**config.mk**
```make
export PLATFORM = sky130hd
export DESIGN_NAME = wb_arbiter_flat
export DESIGN_NICKNAME = d
export VERILOG_FILES = /design/src/rtl/wb_arbiter_pkg.sv /design/src/rtl/wb_arbiter_if.sv /design/src/rtl/wb_arbiter_rr_picker.sv /design/src/rtl/wb_arbiter.sv /design/src/flat_wrapper.sv
export SDC_FILE = /design/constraint.sdc
export NUM_CORES = 1
export LEC_CHECK = 0
export CORE_AREA = 5 5 112 114
export CTS_BUF_LIST = sky130_fd_sc_hd__clkbuf_2
export DETAILED_ROUTE_END_ITERATION = 8
export DIE_AREA = 0 0 117 119
export GPL_TIMING_DRIVEN = 1
export PLACE_DENSITY = 0.65
export SLEW_MARGIN = 25
export SYNTH_ARGS = -nofsm -noshare
export SYNTH_HDL_FRONTEND = slang
export SYNTH_SLANG_ARGS = --single-unit
export TNS_END_PERCENT = 30
```
**constraint.sdc**
```tcl
create_clock -name i_wb_clk -period 4.1 [get_ports i_wb_clk]
set_input_delay 0.41 -clock i_wb_clk [delete_from_list [all_inputs] [get_ports i_wb_clk]]
set_output_delay 0.41 -clock i_wb_clk [all_outputs]
set_load 0.02 [all_outputs]
```
**src/rtl/wb_arbiter_pkg.sv**
```systemverilog
// Shared Wishbone B4 types and arbiter state encoding.
package wb_arbiter_pkg;

  typedef enum logic [2:0] {
    WB_CTI_CLASSIC = 3'b000,
    WB_CTI_CONST   = 3'b001,
    WB_CTI_INCR    = 3'b010,
    WB_CTI_EOB     = 3'b111
  } wb_cti_t;

  typedef enum logic [1:0] {
    WB_BTE_LINEAR = 2'b00,
    WB_BTE_WRAP4  = 2'b01,
    WB_BTE_WRAP8  = 2'b10,
    WB_BTE_WRAP16 = 2'b11
  } wb_bte_t;

  // Arbiter FSM encoding kept as plain constants for legacy tools.
  typedef logic [0:0] wb_arb_state_t;
  localparam wb_arb_state_t WB_ARB_IDLE = 1'b0;
  localparam wb_arb_state_t WB_ARB_BUSY = 1'b1;

endpackage

```
**src/rtl/wb_arbiter_if.sv**
```systemverilog
// Bundle of the per-master request side and the shared slave side of the arbiter.
// Signal names are from the arbiter's point of view (i_* into it, o_* out of it).
interface wb_arbiter_if
  import wb_arbiter_pkg::*;
#(
  parameter int NUM_MASTERS = 2,
  parameter int DATA_W      = 32,
  parameter int ADDR_W      = 32
);

  // Master-facing side
  logic    [NUM_MASTERS-1:0]                 i_m_cyc;
  logic    [NUM_MASTERS-1:0]                 i_m_stb;
  logic    [NUM_MASTERS-1:0]                 i_m_we;
  wb_cti_t [NUM_MASTERS-1:0]                 i_m_cti;
  wb_bte_t [NUM_MASTERS-1:0]                 i_m_bte;
  logic    [NUM_MASTERS-1:0][DATA_W/8-1:0]   i_m_sel;
  logic    [NUM_MASTERS-1:0][ADDR_W-1:0]     i_m_addr;
  logic    [NUM_MASTERS-1:0][DATA_W-1:0]     i_m_data;
  logic    [NUM_MASTERS-1:0]                 o_m_ack;
  logic    [DATA_W-1:0]                      o_m_data;
  logic    [NUM_MASTERS-1:0]                 o_m_gnt;

  // Slave-facing side
  logic                                      o_wb_cyc;
  logic                                      o_wb_stb;
  logic                                      o_wb_we;
  wb_cti_t                                   o_wb_cti;
  wb_bte_t                                   o_wb_bte;
  logic    [DATA_W/8-1:0]                    o_wb_sel;
  logic    [ADDR_W-1:0]                      o_wb_addr;
  logic    [DATA_W-1:0]                      o_wb_data;
  logic                                      i_wb_ack;
  logic    [DATA_W-1:0]                      i_wb_data;

  // Bus masters drive requests and observe ack/data/grant.
  modport master (
    output i_m_cyc, i_m_stb, i_m_we, i_m_cti, i_m_bte, i_m_sel, i_m_addr, i_m_data,
    input  o_m_ack, o_m_data, o_m_gnt
  );

  // The shared slave (sram_top) sees the muxed cycle and answers it.
  modport slave (
    input  o_wb_cyc, o_wb_stb, o_wb_we, o_wb_cti, o_wb_bte, o_wb_sel, o_wb_addr, o_wb_data,
    output i_wb_ack, i_wb_data
  );

  // The arbiter sits between both sides.
  modport arbiter (
    input  i_m_cyc, i_m_stb, i_m_we, i_m_cti, i_m_bte, i_m_sel, i_m_addr, i_m_data,
    output o_m_ack, o_m_data, o_m_gnt,
    output o_wb_cyc, o_wb_stb, o_wb_we, o_wb_cti, o_wb_bte, o_wb_sel, o_wb_addr, o_wb_data,
    input  i_wb_ack, i_wb_data
  );

endinterface

```
**src/rtl/wb_arbiter_rr_picker.sv**
```systemverilog
// Combinational round-robin picker: returns the one-hot first requester after last_grant.
// The request vector is concatenated with a copy masked to masters above last_grant;
// the lowest set bit of that double-width word is the winner, folded back to N bits.
module wb_arbiter_rr_picker #(
  parameter int N  = 2,
  parameter int GW = $clog2(N)
) (
  input  logic [N-1:0]  req,
  input  logic [GW-1:0] last_grant,
  output logic [N-1:0]  winner
);

  localparam int DW2 = 2 * N;

  logic [N-1:0]   upto;
  logic [N-1:0]   served_mask;
  logic [DW2-1:0] dbl;
  logic [DW2-1:0] first;

  // Mask off masters up to and including last_grant, then take the lowest set bit.
  always_comb begin
    upto        = N'(1) << last_grant;
    served_mask = upto | (upto - N'(1));
    dbl         = {req, req & ~served_mask};
    first       = dbl & (~dbl + DW2'(1));
    winner      = first[N-1:0] | first[DW2-1:N];
  end

endmodule

```
**src/rtl/wb_arbiter.sv**
```systemverilog
// Round-robin Wishbone B4 arbiter: one tenure per master cycle, one idle cycle between
// tenures, registered one-hot grant, and a sticky ack-timeout watchdog.
module wb_arbiter
  import wb_arbiter_pkg::*;
#(
  parameter int OPTN_NUM_MASTERS    = 2,
  parameter int OPTN_WB_DATA_WIDTH  = 32,
  parameter int OPTN_WB_ADDR_WIDTH  = 32,
  parameter int OPTN_TIMEOUT_CYCLES = 256
) (
  input  logic          i_wb_clk,
  input  logic          i_wb_rst,
  wb_arbiter_if.arbiter bus,
  output logic          o_arb_timeout
);

  localparam int N  = OPTN_NUM_MASTERS;
  localparam int GW = $clog2(N);
  localparam int CW = (OPTN_TIMEOUT_CYCLES > 0) ? $clog2(OPTN_TIMEOUT_CYCLES + 1) : 1;
  localparam logic [CW-1:0] WD_MAX  = CW'(OPTN_TIMEOUT_CYCLES);
  localparam logic [CW-1:0] WD_LAST = CW'(OPTN_TIMEOUT_CYCLES - 1);

  wb_arb_state_t                   state;
  logic [N-1:0]                    gnt;
  logic [N-1:0]                    winner;
  logic [GW-1:0]                   last_grant;
  logic [GW-1:0]                   gnt_idx;
  logic [CW-1:0]                   wd_cnt;
  logic                            busy;
  logic                            release_bus;
  logic [OPTN_WB_DATA_WIDTH/8-1:0] sel_mux;
  logic [OPTN_WB_ADDR_WIDTH-1:0]   addr_mux;
  logic [OPTN_WB_DATA_WIDTH-1:0]   wdata_mux;

  function automatic logic [GW-1:0] onehot_to_idx(input logic [N-1:0] oh);
    logic [GW-1:0] idx;
    idx = '0;
    for (int i = 0; i < N; i++) begin
      if (oh[i]) idx = idx | GW'(i);
    end
    return idx;
  endfunction

  wb_arbiter_rr_picker #(
    .N  (N),
    .GW (GW)
  ) u_picker (
    .req        (bus.i_m_cyc),
    .last_grant (last_grant),
    .winner     (winner)
  );

  assign gnt_idx     = onehot_to_idx(gnt);
  assign busy        = (state == WB_ARB_BUSY);
  assign release_bus = busy && !bus.i_m_cyc[gnt_idx];

  // Grant FSM: latch the round-robin winner in IDLE, hold it until the owner drops cyc.
  always_ff @(posedge i_wb_clk) begin
    if (i_wb_rst) begin
      state      <= WB_ARB_IDLE;
      gnt        <= '0;
      last_grant <= GW'(N - 1);
    end else begin
      case (state)
        WB_ARB_IDLE: begin
          if (|bus.i_m_cyc) begin
            gnt   <= winner;
            state <= WB_ARB_BUSY;
          end
        end
        WB_ARB_BUSY: begin
          if (release_bus) begin
            last_grant <= gnt_idx;
            gnt        <= '0;
            state      <= WB_ARB_IDLE;
          end
        end
        default: begin
          gnt   <= '0;
          state <= WB_ARB_IDLE;
        end
      endcase
    end
  end

  // Slave-side mux driven by the registered grant; everything is zero while idle.
  always_comb begin
    bus.o_wb_cyc = 1'b0;
    bus.o_wb_stb = 1'b0;
    bus.o_wb_we  = 1'b0;
    bus.o_wb_cti = WB_CTI_CLASSIC;
    bus.o_wb_bte = WB_BTE_LINEAR;
    sel_mux      = '0;
    addr_mux     = '0;
    wdata_mux    = '0;
    if (busy) begin
      bus.o_wb_cyc = bus.i_m_cyc[gnt_idx];
      bus.o_wb_stb = bus.i_m_cyc[gnt_idx] & bus.i_m_stb[gnt_idx];
      bus.o_wb_we  = bus.i_m_we[gnt_idx];
      bus.o_wb_cti = bus.i_m_cti[gnt_idx];
      bus.o_wb_bte = bus.i_m_bte[gnt_idx];
      sel_mux      = bus.i_m_sel[gnt_idx];
      addr_mux     = bus.i_m_addr[gnt_idx];
      wdata_mux    = bus.i_m_data[gnt_idx];
    end
    bus.o_wb_sel  = sel_mux;
    bus.o_wb_addr = addr_mux;
    bus.o_wb_data = wdata_mux;
  end

  // Ack only reaches the owner; read data is broadcast.
  always_comb begin
    bus.o_m_ack  = gnt & {N{bus.i_wb_ack}};
    bus.o_m_data = bus.i_wb_data;
    bus.o_m_gnt  = gnt;
  end

  // Watchdog: count stalled strobes in a tenure; the flag latches once the limit is reached.
  always_ff @(posedge i_wb_clk) begin
    if (i_wb_rst) begin
      wd_cnt        <= '0;
      o_arb_timeout <= 1'b0;
    end else if (OPTN_TIMEOUT_CYCLES == 0) begin
      wd_cnt        <= '0;
      o_arb_timeout <= 1'b0;
    end else if (!busy || release_bus || bus.i_wb_ack) begin
      wd_cnt <= '0;
    end else if (bus.o_wb_stb && (wd_cnt != WD_MAX)) begin
      wd_cnt <= wd_cnt + CW'(1);
      if (wd_cnt == WD_LAST) o_arb_timeout <= 1'b1;
    end
  end

endmodule

```
**src/flat_wrapper.sv**
```systemverilog
// flat-port wrapper written by rule: the top's interface ports become plain ports
module wb_arbiter_flat import wb_arbiter_pkg::*;
#(
  parameter int OPTN_NUM_MASTERS    = 2,
  parameter int OPTN_WB_DATA_WIDTH  = 32,
  parameter int OPTN_WB_ADDR_WIDTH  = 32,
  parameter int OPTN_TIMEOUT_CYCLES = 256
)
  (i_wb_clk, i_wb_rst, o_arb_timeout, bus_i_m_cyc, bus_i_m_stb, bus_i_m_we, bus_i_m_cti, bus_i_m_bte, bus_i_m_sel, bus_i_m_addr, bus_i_m_data, bus_o_m_ack, bus_o_m_data, bus_o_m_gnt, bus_o_wb_cyc, bus_o_wb_stb, bus_o_wb_we, bus_o_wb_cti, bus_o_wb_bte, bus_o_wb_sel, bus_o_wb_addr, bus_o_wb_data, bus_i_wb_ack, bus_i_wb_data);
  wb_arbiter_if #(.NUM_MASTERS(2), .DATA_W(32), .ADDR_W(32)) bus_i ();
  input  logic i_wb_clk;
  input  logic i_wb_rst;
  output logic o_arb_timeout;
  input wire logic [$bits(bus_i.i_m_cyc)-1:0] bus_i_m_cyc;
  input wire logic [$bits(bus_i.i_m_stb)-1:0] bus_i_m_stb;
  input wire logic [$bits(bus_i.i_m_we)-1:0] bus_i_m_we;
  input wire logic [$bits(bus_i.i_m_cti)-1:0] bus_i_m_cti;
  input wire logic [$bits(bus_i.i_m_bte)-1:0] bus_i_m_bte;
  input wire logic [$bits(bus_i.i_m_sel)-1:0] bus_i_m_sel;
  input wire logic [$bits(bus_i.i_m_addr)-1:0] bus_i_m_addr;
  input wire logic [$bits(bus_i.i_m_data)-1:0] bus_i_m_data;
  output wire logic [$bits(bus_i.o_m_ack)-1:0] bus_o_m_ack;
  output wire logic [$bits(bus_i.o_m_data)-1:0] bus_o_m_data;
  output wire logic [$bits(bus_i.o_m_gnt)-1:0] bus_o_m_gnt;
  output wire logic [$bits(bus_i.o_wb_cyc)-1:0] bus_o_wb_cyc;
  output wire logic [$bits(bus_i.o_wb_stb)-1:0] bus_o_wb_stb;
  output wire logic [$bits(bus_i.o_wb_we)-1:0] bus_o_wb_we;
  output wire logic [$bits(bus_i.o_wb_cti)-1:0] bus_o_wb_cti;
  output wire logic [$bits(bus_i.o_wb_bte)-1:0] bus_o_wb_bte;
  output wire logic [$bits(bus_i.o_wb_sel)-1:0] bus_o_wb_sel;
  output wire logic [$bits(bus_i.o_wb_addr)-1:0] bus_o_wb_addr;
  output wire logic [$bits(bus_i.o_wb_data)-1:0] bus_o_wb_data;
  input wire logic [$bits(bus_i.i_wb_ack)-1:0] bus_i_wb_ack;
  input wire logic [$bits(bus_i.i_wb_data)-1:0] bus_i_wb_data;
  assign bus_i.i_m_cyc = bus_i_m_cyc;
  assign bus_i.i_m_stb = bus_i_m_stb;
  assign bus_i.i_m_we = bus_i_m_we;
  assign bus_i.i_m_cti = bus_i_m_cti;
  assign bus_i.i_m_bte = bus_i_m_bte;
  assign bus_i.i_m_sel = bus_i_m_sel;
  assign bus_i.i_m_addr = bus_i_m_addr;
  assign bus_i.i_m_data = bus_i_m_data;
  assign bus_o_m_ack = bus_i.o_m_ack;
  assign bus_o_m_data = bus_i.o_m_data;
  assign bus_o_m_gnt = bus_i.o_m_gnt;
  assign bus_o_wb_cyc = bus_i.o_wb_cyc;
  assign bus_o_wb_stb = bus_i.o_wb_stb;
  assign bus_o_wb_we = bus_i.o_wb_we;
  assign bus_o_wb_cti = bus_i.o_wb_cti;
  assign bus_o_wb_bte = bus_i.o_wb_bte;
  assign bus_o_wb_sel = bus_i.o_wb_sel;
  assign bus_o_wb_addr = bus_i.o_wb_addr;
  assign bus_o_wb_data = bus_i.o_wb_data;
  assign bus_i.i_wb_ack = bus_i_wb_ack;
  assign bus_i.i_wb_data = bus_i_wb_data;
  wb_arbiter #(.OPTN_NUM_MASTERS(OPTN_NUM_MASTERS), .OPTN_WB_DATA_WIDTH(OPTN_WB_DATA_WIDTH), .OPTN_WB_ADDR_WIDTH(OPTN_WB_ADDR_WIDTH), .OPTN_TIMEOUT_CYCLES(OPTN_TIMEOUT_CYCLES)) u_core (.i_wb_clk(i_wb_clk), .i_wb_rst(i_wb_rst), .bus(bus_i), .o_arb_timeout(o_arb_timeout));
endmodule
```
==> Yosys cells after proc, flatten, opt, wreduce, memory -nomap -nowiden <==
Cells that the tools add are included.
{ "totals": {"inputBits": 187, "register_bits": 14} }
{ "classes": {"order_cmp": 1, "shift": 1, "n_reduce_logical": 11, "addsub": 3, "mux": 31, "n_bitwise": 10, "n_eq_ne": 4} }
{ "op_table": {"columns": ["cell", "count"], "rows": [
  ["two-way mux 32 bit", 6],
  ["two-way mux 1 bit", 12],
  ["two-way mux 4 bit", 3],
  ["two-way mux 2 bit", 5],
  ["adder 9 x 1 -> 9 bit (second input constant)", 1],
  ["== test 9 x 8 -> 1 bit (second input constant)", 1],
  ["two-way mux 3 bit", 3],
  ["inequality test 9 bit (second input constant)", 1],
  ["adder 4 x 1 -> 4 bit (second input constant)", 1],
  ["bitwise AND 2 bit", 2],
  ["bitwise AND 4 bit", 1],
  ["inverter 4 bit", 1],
  ["OR 2 bit", 2],
  ["one-hot mux 2 bit (2 select lines)", 1],
  ["AND reduction 2 bit", 2],
  ["OR reduction 2 bit", 2],
  ["AND reduction 3 bit", 1],
  ["logical AND 1 bit", 2],
  ["zero test 1 bit", 2],
  ["logical OR 1 bit", 2],
  ["< comparator 1 x 2 -> 1 bit (second input constant)", 1],
  ["inequality test 2 x 1 -> 1 bit (second input constant)", 1],
  ["inequality test 2 bit (second input constant)", 1],
  ["inverter 1 bit", 2],
  ["other kinds (5)", 5]
]} }

==> Depth between registers and ports, before layout <==
Gate-level depths: netlist of the first run.
{ "depth": {"word_depth": 11, "ltp_mapped": 6, "ltp_nobuf": 6} }

==> Modules after synthesis <==
A second synthesis of the first run with hierarchy kept.
{ "unflattened": {"cells_unflattened": 291, "hier_area_um2": 2327.2} }
{ "by_module_without_submodules": {"columns": ["module", "area_per_inst_um2", "n_inst", "cells_per_inst"], "rows": [
  ["wb_arbiter", 2308.5, 1, 288],
  ["wb_arbiter_rr_picker", 18.8, 1, 3]
]} }

==> Worst setup path after synthesis of the first run <==
OpenSTA, ideal clock, no wires.
{ "synth_path": {"path_type": "reg-to-output", "from": "register u_core.state (netlist: u_core.busy)", "to": "output port bus_o_wb_addr[22]", "arrival_ps": 1355, "path_stages_with_launch": 6, "n_path_buf": 3, "setup_slack_ps": 2335, "t_required_ps": 3690, "path_cell_list": "dfxtp_1 -> clkbuf_2 -> clkinv_1 -> clkbuf_1 -> buf_1 -> nor2_1"} }
{ "synth_via": {"elab_chain_cells": 1} }
{ "synth_lines": {"columns": ["element", "line_no", "source"], "rows": [
  ["start: declaration", "wb_arbiter.sv:23", "wb_arb_state_t state;"],
  ["start signal: assignment", "wb_arbiter.sv:60", "state <= WB_ARB_IDLE;"],
  ["start signal: assignment", "wb_arbiter.sv:68", "state <= WB_ARB_BUSY;"],
  ["start signal: assignment", "wb_arbiter.sv:75", "state <= WB_ARB_IDLE;"],
  ["two-way mux 32 bit", "wb_arbiter.sv:96", "if (busy) begin"],
  ["end: declaration", "flat_wrapper.sv:31", "output wire logic [$bits(bus_i.o_wb_addr)-1:0] bus_o_wb_addr;"]
]} }
Every way passes these cells.

==> Final worst setup path of the first run <==
{ "layout_path": {"from": "register u_core.gnt[1] (netlist: u_core.bus.o_m_gnt[1])", "to": "output port bus_o_wb_data[5]"} }
{ "layout_via": {"elab_chain_cells": 4} }
{ "layout_lines": {"columns": ["element", "line_no", "source"], "rows": [
  ["start: declaration", "wb_arbiter.sv:24", "logic [N-1:0] gnt;"],
  ["start signal: assignment", "wb_arbiter.sv:67", "gnt <= winner;"],
  ["two-way mux 1 bit", "wb_arbiter.sv:39", "if (oh[i]) idx = idx | GW'(i);"],
  ["two-way mux 32 bit (implied by the code) (2 in series)", "wb_arbiter.sv:104", "wdata_mux = bus.i_m_data[gnt_idx];"],
  ["two-way mux 32 bit", "wb_arbiter.sv:96", null],
  ["end: declaration", "flat_wrapper.sv:32", "output wire logic [$bits(bus_i.o_wb_data)-1:0] bus_o_wb_data;"]
]} }
Every way passes these cells. The select of a mux whose other input is x is not followed.

==> flow_summary.toml, run 1 <==
[run_status]
status = "completed"

[clock_network]
cts_sinks = 14
cts_buffer_depth = 2
hold_buffers = 0
h-tree-depth = 1
clk_latency_ps = 270
cts_made_buffers = 3
cts_resized = 0
cts_tree = "built"
clock-root-buffer = "clkbuf_2"
clk_pin_slew_ps = 140
cts_setup_buffers = 0

[flow_run]
maxCapViolCount = 0

[timing]
min_period_ps = 2890
rsz0062_at_grt = "no"
setup_violations = 0
worst_pin_slew_ps = 777
slew_viol_final = 0
final.setup.tns_ps = 0
clock.fmax_mhz = 346
final.period_utilization = 0.706
skew_ps = 7.49
hold_viol_final = 0
max_slew_margin = 0.481

[routing]
post-route-drc-count = 0
num_vias = 2654
wirelength_um = 10400
avgRoutedWirePerCell_um = 16.8
vias_per_cell = 4.28
ant_nets = 0
first_iter_violations = 76
firstDrtPassIters = 4

[placed_design]
dp_hpwl_um = 9190
place_inst = 616
gp_congestion = 0.877
portBuffers = 235
dpl-instance-area_mm2 = 0.00435

[die]
die_x_um = 117
die_h_um = 119
coreArea_mm2 = 0.0113
rows = 39
initial_utilization = 0.186
die_area_mm2 = 0.0139
pin_count = 300

[power]
p_leak_nw = 1.53
vdd_ir_drop_max_mv = 0.0691
power.density_mw_per_mm2 = 158

[yosys]
yosysTopAreaCell = "mux2i_1"
synth_edf_count = 0
async_reset_ff_frac = 0
synth_cell_types = 34
syn_area_mm2 = 0.00210
syn_area_per_cell_um2 = 7.38
syn-num-nets = 475
synthTopCellsByArea = "mux2i_1 (36%), nor2_1 (16%), dfxtp_1 (13%)"
syn_inst = 285
synth-seq-cells = 14
synth-main-ff-cell = "dfxtp_1"
ys_seq_area_frac = 0.133
synth_top_area_share = 0.361
yosys_warnings = 0

[cells_and_area]
instances_no_fill = 620
final_common_cell = "clkdlybuf4s50_1"
syn2layout_area_growth_pct = 107
final_util = 0.386
nets = 668
fin_area_mm2 = 0.00436
num_antenna_cells = 0
mostFrequentLayoutCells = "clkdlybuf4s50_1 (235), nor2_1 (87), mux2i_1 (76)"
fillers = 1148
drive_gt1_frac = 0.0314

[worst_setup_path]
cp_slowest_cell = "dfxtp_4"
cp.required_ps = 3690
endpoint_kind = "output port"
start_kind = "flop"
cp_max_fo = 42
critical_path_class = "flop to output port"
arrival_ps = 2480
cp_cell_sequence = "buf_4 -> mux2i_1 -> nor2_1 -> clkdlybuf4s50_1"
cpPeakStageDelay_ps = 820

[grt]
grt_pass1_wl_um = 15500
grt_max_degree = 46
grt.overflow.total = 0
grt_usage = 0.139
top_usage_layer = "met2"
grt_pass1_vias = 2846
antenna_found_initial = 0
use_met1 = 0.170
use_met2 = 0.245
grtUsageMet3 = 0.0259

[hold_path]
min_path_type = "flop to flop"
## through the flow
step,hold slack [ps],setup slack [ps],total power [mW]
after floorplan,482,2340,0.393
after global routing,554,1040,0.733
final,511,1210,0.692
after global placement,477,1530,0.629
after detailed placement,478,1500,0.635
after CTS,513,1170,0.699
## worst max-delay path: cells and delay by family, from the launching register on
kind / cells / cell delay, ps
buffers and inverters: 2 / 910
DFF: 1 / 820
and+or+nand+nor: 1 / 90
muxes: 1 / 370
## cells in the mapped netlist (2+ instances only)
cell type,instances
nor3_1,2
clkbuf_1,7
ha_1,3
inv_1,7
nand2_1,6
nor2_1,87
a21oi_1,5
dfxtp_1,14
mux2i_1,76
buf_1,4
nand3_1,3
and2_1,2
buf_4,34
xnor2_1,6
a211oi_1,4
buf_2,6
o21ai_0,2
## registers in the layout, indices dropped and copies added, names as in the netlist
register	count
u_core.o_arb_timeout	1
u_core.bus.o_m_gnt	2
u_core.last_grant	1
u_core.busy	1
u_core.wd_cnt	9
## power breakdown
group | internal [mW] | total (mW) | switching, mW
combinational | 0.276 | 0.472 | 0.195
sequential | 0.140 | 0.157 | 0.0169
clock | 0.0212 | 0.0634 | 0.0422
total | 0.437 | 0.692 | 0.254
## worst paths after layout
path / startpoint / to / slack [ps] / cells past startpoint
worst max-delay path: u_core.bus.o_m_gnt[1] / bus_o_wb_data[5] / 1210 / 4
worst min-delay path: u_core.o_arb_timeout / u_core.o_arb_timeout / 510 / 1
worst max register to register: u_core.bus.o_m_gnt[1] / u_core.wd_cnt[1] / 1880 / 5
worst min register to register: u_core.o_arb_timeout / u_core.o_arb_timeout / 510 / 1
## routing by layer
| layer | part of all wire | vias to the layer above | wire, µm |
|---|---|---|---|
| met2 | 0.48 | 143 | 4970 |
| met4 | 0.025 | 0 | 255 |
| met5 | 0 | - | 0 |
| met1 | 0.41 | 1173 | 4220 |
| li1 | - | 1314 | - |
| met3 | 0.090 | 24 | 939 |
## kinds of logic (layout without fill, tap and decap cells)
logic type	count (synthesis)	after routing	synth area share
XOR/XNOR	6	6	0.0250
flip-flops	14	14	0.133
AO/OA/AOI/OAI	17	17	0.0642
multiplexers	77	77	0.367
adder cells (fa/ha/maj)	3	3	0.0178
AND/OR/NAND/NOR	108	108	0.221
buffers and inverters	60	252	0.172
## cell type report
class                      count  area, µm²  area share
timing repair buffer         240       2390       0.548
multi-input combinational    211       1460       0.335
sequential                    14        284      0.0651
tap                          143        179      0.0410
inverter                       8       30.0     0.00688
clock buffer                   3       15.0     0.00344
clock inverter                 1       3.75    0.000860
Power figures use the tool's default switching activity.
==> run 2: changes to the inputs <==
- CORE_AREA: 5 5 112 114 -> 5 5 113 115
- DIE_AREA: 0 0 117 119 -> 0 0 118 120
- PLACE_DENSITY: 0.65 -> 0.67
- clock period: 4.1 -> 2.6 ns (I/O delays scaled with it)
==> run 2 against run 1 <==
Net effect:
- final cell count rose by 0.65%
- total power grew 60%
- global-route usage down 0.71 points
- flip-flop and latch count did not move
- die area grew 1.7%
- combinational power grew 63%
- via count fell by 1.3%
- setup slack worse by 870 ps
==> flow_summary.toml, run 2 (same netlist as run 1, synthesis figures left out) <==
[cells_and_area]
mostFrequentLayoutCells = "clkdlybuf4s50_1 (235), nor2_1 (87), mux2i_1 (76)"
final_util = 0.376
final_common_cell = "clkdlybuf4s50_1"
num_antenna_cells = 0
drive_gt1_frac = 0.0314
largest_reg_flops = 9
largest-register = "u_core.wd_cnt"
syn2layout_area_growth_pct = 109
fillers = 1215
nets = 668
instances_no_fill = 624

[die]
initial_utilization = 0.180
pin_count = 300
coreArea_mm2 = 0.0117
die_h_um = 120
rows = 40
die_area_mm2 = 0.0142
die_x_um = 118

[worst_setup_path]
critical_path_class = "flop to output port"
endpoint_kind = "output port"
cp.required_ps = 2340
start_kind = "flop"
arrival_ps = 2010
cp_max_fo = 39

[routing]
first_iter_violations = 94
post-route-drc-count = 0
avgRoutedWirePerCell_um = 16.5
firstDrtPassIters = 4
ant_nets = 0
num_vias = 2620
wirelength_um = 10300
vias_per_cell = 4.20

[timing]
holdWs_ps = 512
skew_ps = 7.73
hold_viol_final = 0
setup_ws_ps = 332
slew_viol_final = 0
final.period_utilization = 0.872
worst_pin_slew_ps = 588
clock.fmax_mhz = 441
min_period_ps = 2270
setup_violations = 0
rsz0062_at_grt = "no"
final.setup.tns_ps = 0
max_slew_margin = 0.602

[hold_path]
min_path_type = "flop to flop"

[power]
p_int_mw = 0.699
power.density_mw_per_mm2 = 251
p_comb_frac = 0.695
p_sw_frac = 0.369
p_clk_frac = 0.101
vdd_ir_drop_max_mv = 0.138
seqPwrFrac = 0.205
p_leak_nw = 1.55
switchingPower_mw = 0.409

[clock_network]
cts_sinks = 14
clk_pin_slew_ps = 160
cts_tree = "built"
cts_buffer_depth = 2
hold_buffers = 0
clock-root-buffer = "clkbuf_2"
clk_latency_ps = 280
cts_setup_buffers = 0
cts_resized = 0
cts_made_buffers = 3
h-tree-depth = 1

[placed_design]
place_inst = 620
portBuffers = 235
place_ws_ps = 451
gp_congestion = 0.784
dp_hpwl_um = 9070

[grt]
grt_pass1_wl_um = 15400
grt_max_degree = 45
grt.overflow.total = 0
antenna_found_initial = 0
grt_pass1_vias = 2740
grt_usage = 0.132

[run_status]
status = "completed"

[flow_run]
maxCapViolCount = 0
## run 2: cell count changes in the layout (fill, tap and decap cells not counted)
cell,before,now
buf_12,0,3
buf_4,5,2
## run 2: final timing paths
| path | startpoint | to | slack [ps] | depth (start not counted) |
|---|---|---|---|---|
| min | u_core.o_arb_timeout | u_core.o_arb_timeout | 510 | 1 |
| min reg2reg | u_core.o_arb_timeout | u_core.o_arb_timeout | 510 | 1 |
| max | u_core.bus.o_m_gnt[1] | bus_o_wb_cyc | 330 | 5 |
| max reg2reg | u_core.wd_cnt[0] | u_core.wd_cnt[2] | 890 | 6 |
## run 2: power groups by stage
stage | clock network, mW | registers (mW) | logic [mW]
5_1_grt | 0.125 | 0.227 | 0.817
2_1_floorplan | 0 | 0.230 | 0.390
6_report | 0.111 | 0.227 | 0.770
4_1_cts | 0.112 | 0.227 | 0.780
3_5_place_dp | 0 | 0.231 | 0.777
3_3_place_gp | 0 | 0.231 | 0.770
## run 2: routing by layer
metal  GRT usage  up-vias  part of all wire
li1            -     1314                 -
met1       0.149     1155              0.39
met2       0.258      145              0.53
met3      0.0278        6             0.071
met4      0.0215        0            0.0071
met5           0        -                 0
## run 2: final cells by class
class	instances	area [µm²]	area share
Multi-Input combinational cell	211	1460	0.332
Inverter	8	30.0	0.00681
Sequential cell	14	284	0.0645
Timing Repair Buffer	240	2430	0.551
Tap cell	147	184	0.0417
Clock inverter	1	3.75	0.000852
Clock buffer	3	15.0	0.00341
## run 2: stage by stage
| stage | power (mW) | instance area, µm² |
|---|---|---|
| floorplan | 0.620 | 2100 |
| global placement | 1.00 | 4390 |
| detailed placement | 1.01 | 4390 |
| CTS | 1.12 | 4410 |
| global route | 1.17 | 4410 |
| finish | 1.11 | 4410 |
## run 2: critical path, cell delays in order, from the launching register on
cell	delay, ps
dfxtp_4	400
buf_12	240
mux2_1	360
nand2_1	110
inv_1	70
clkdlybuf4s50_1	540
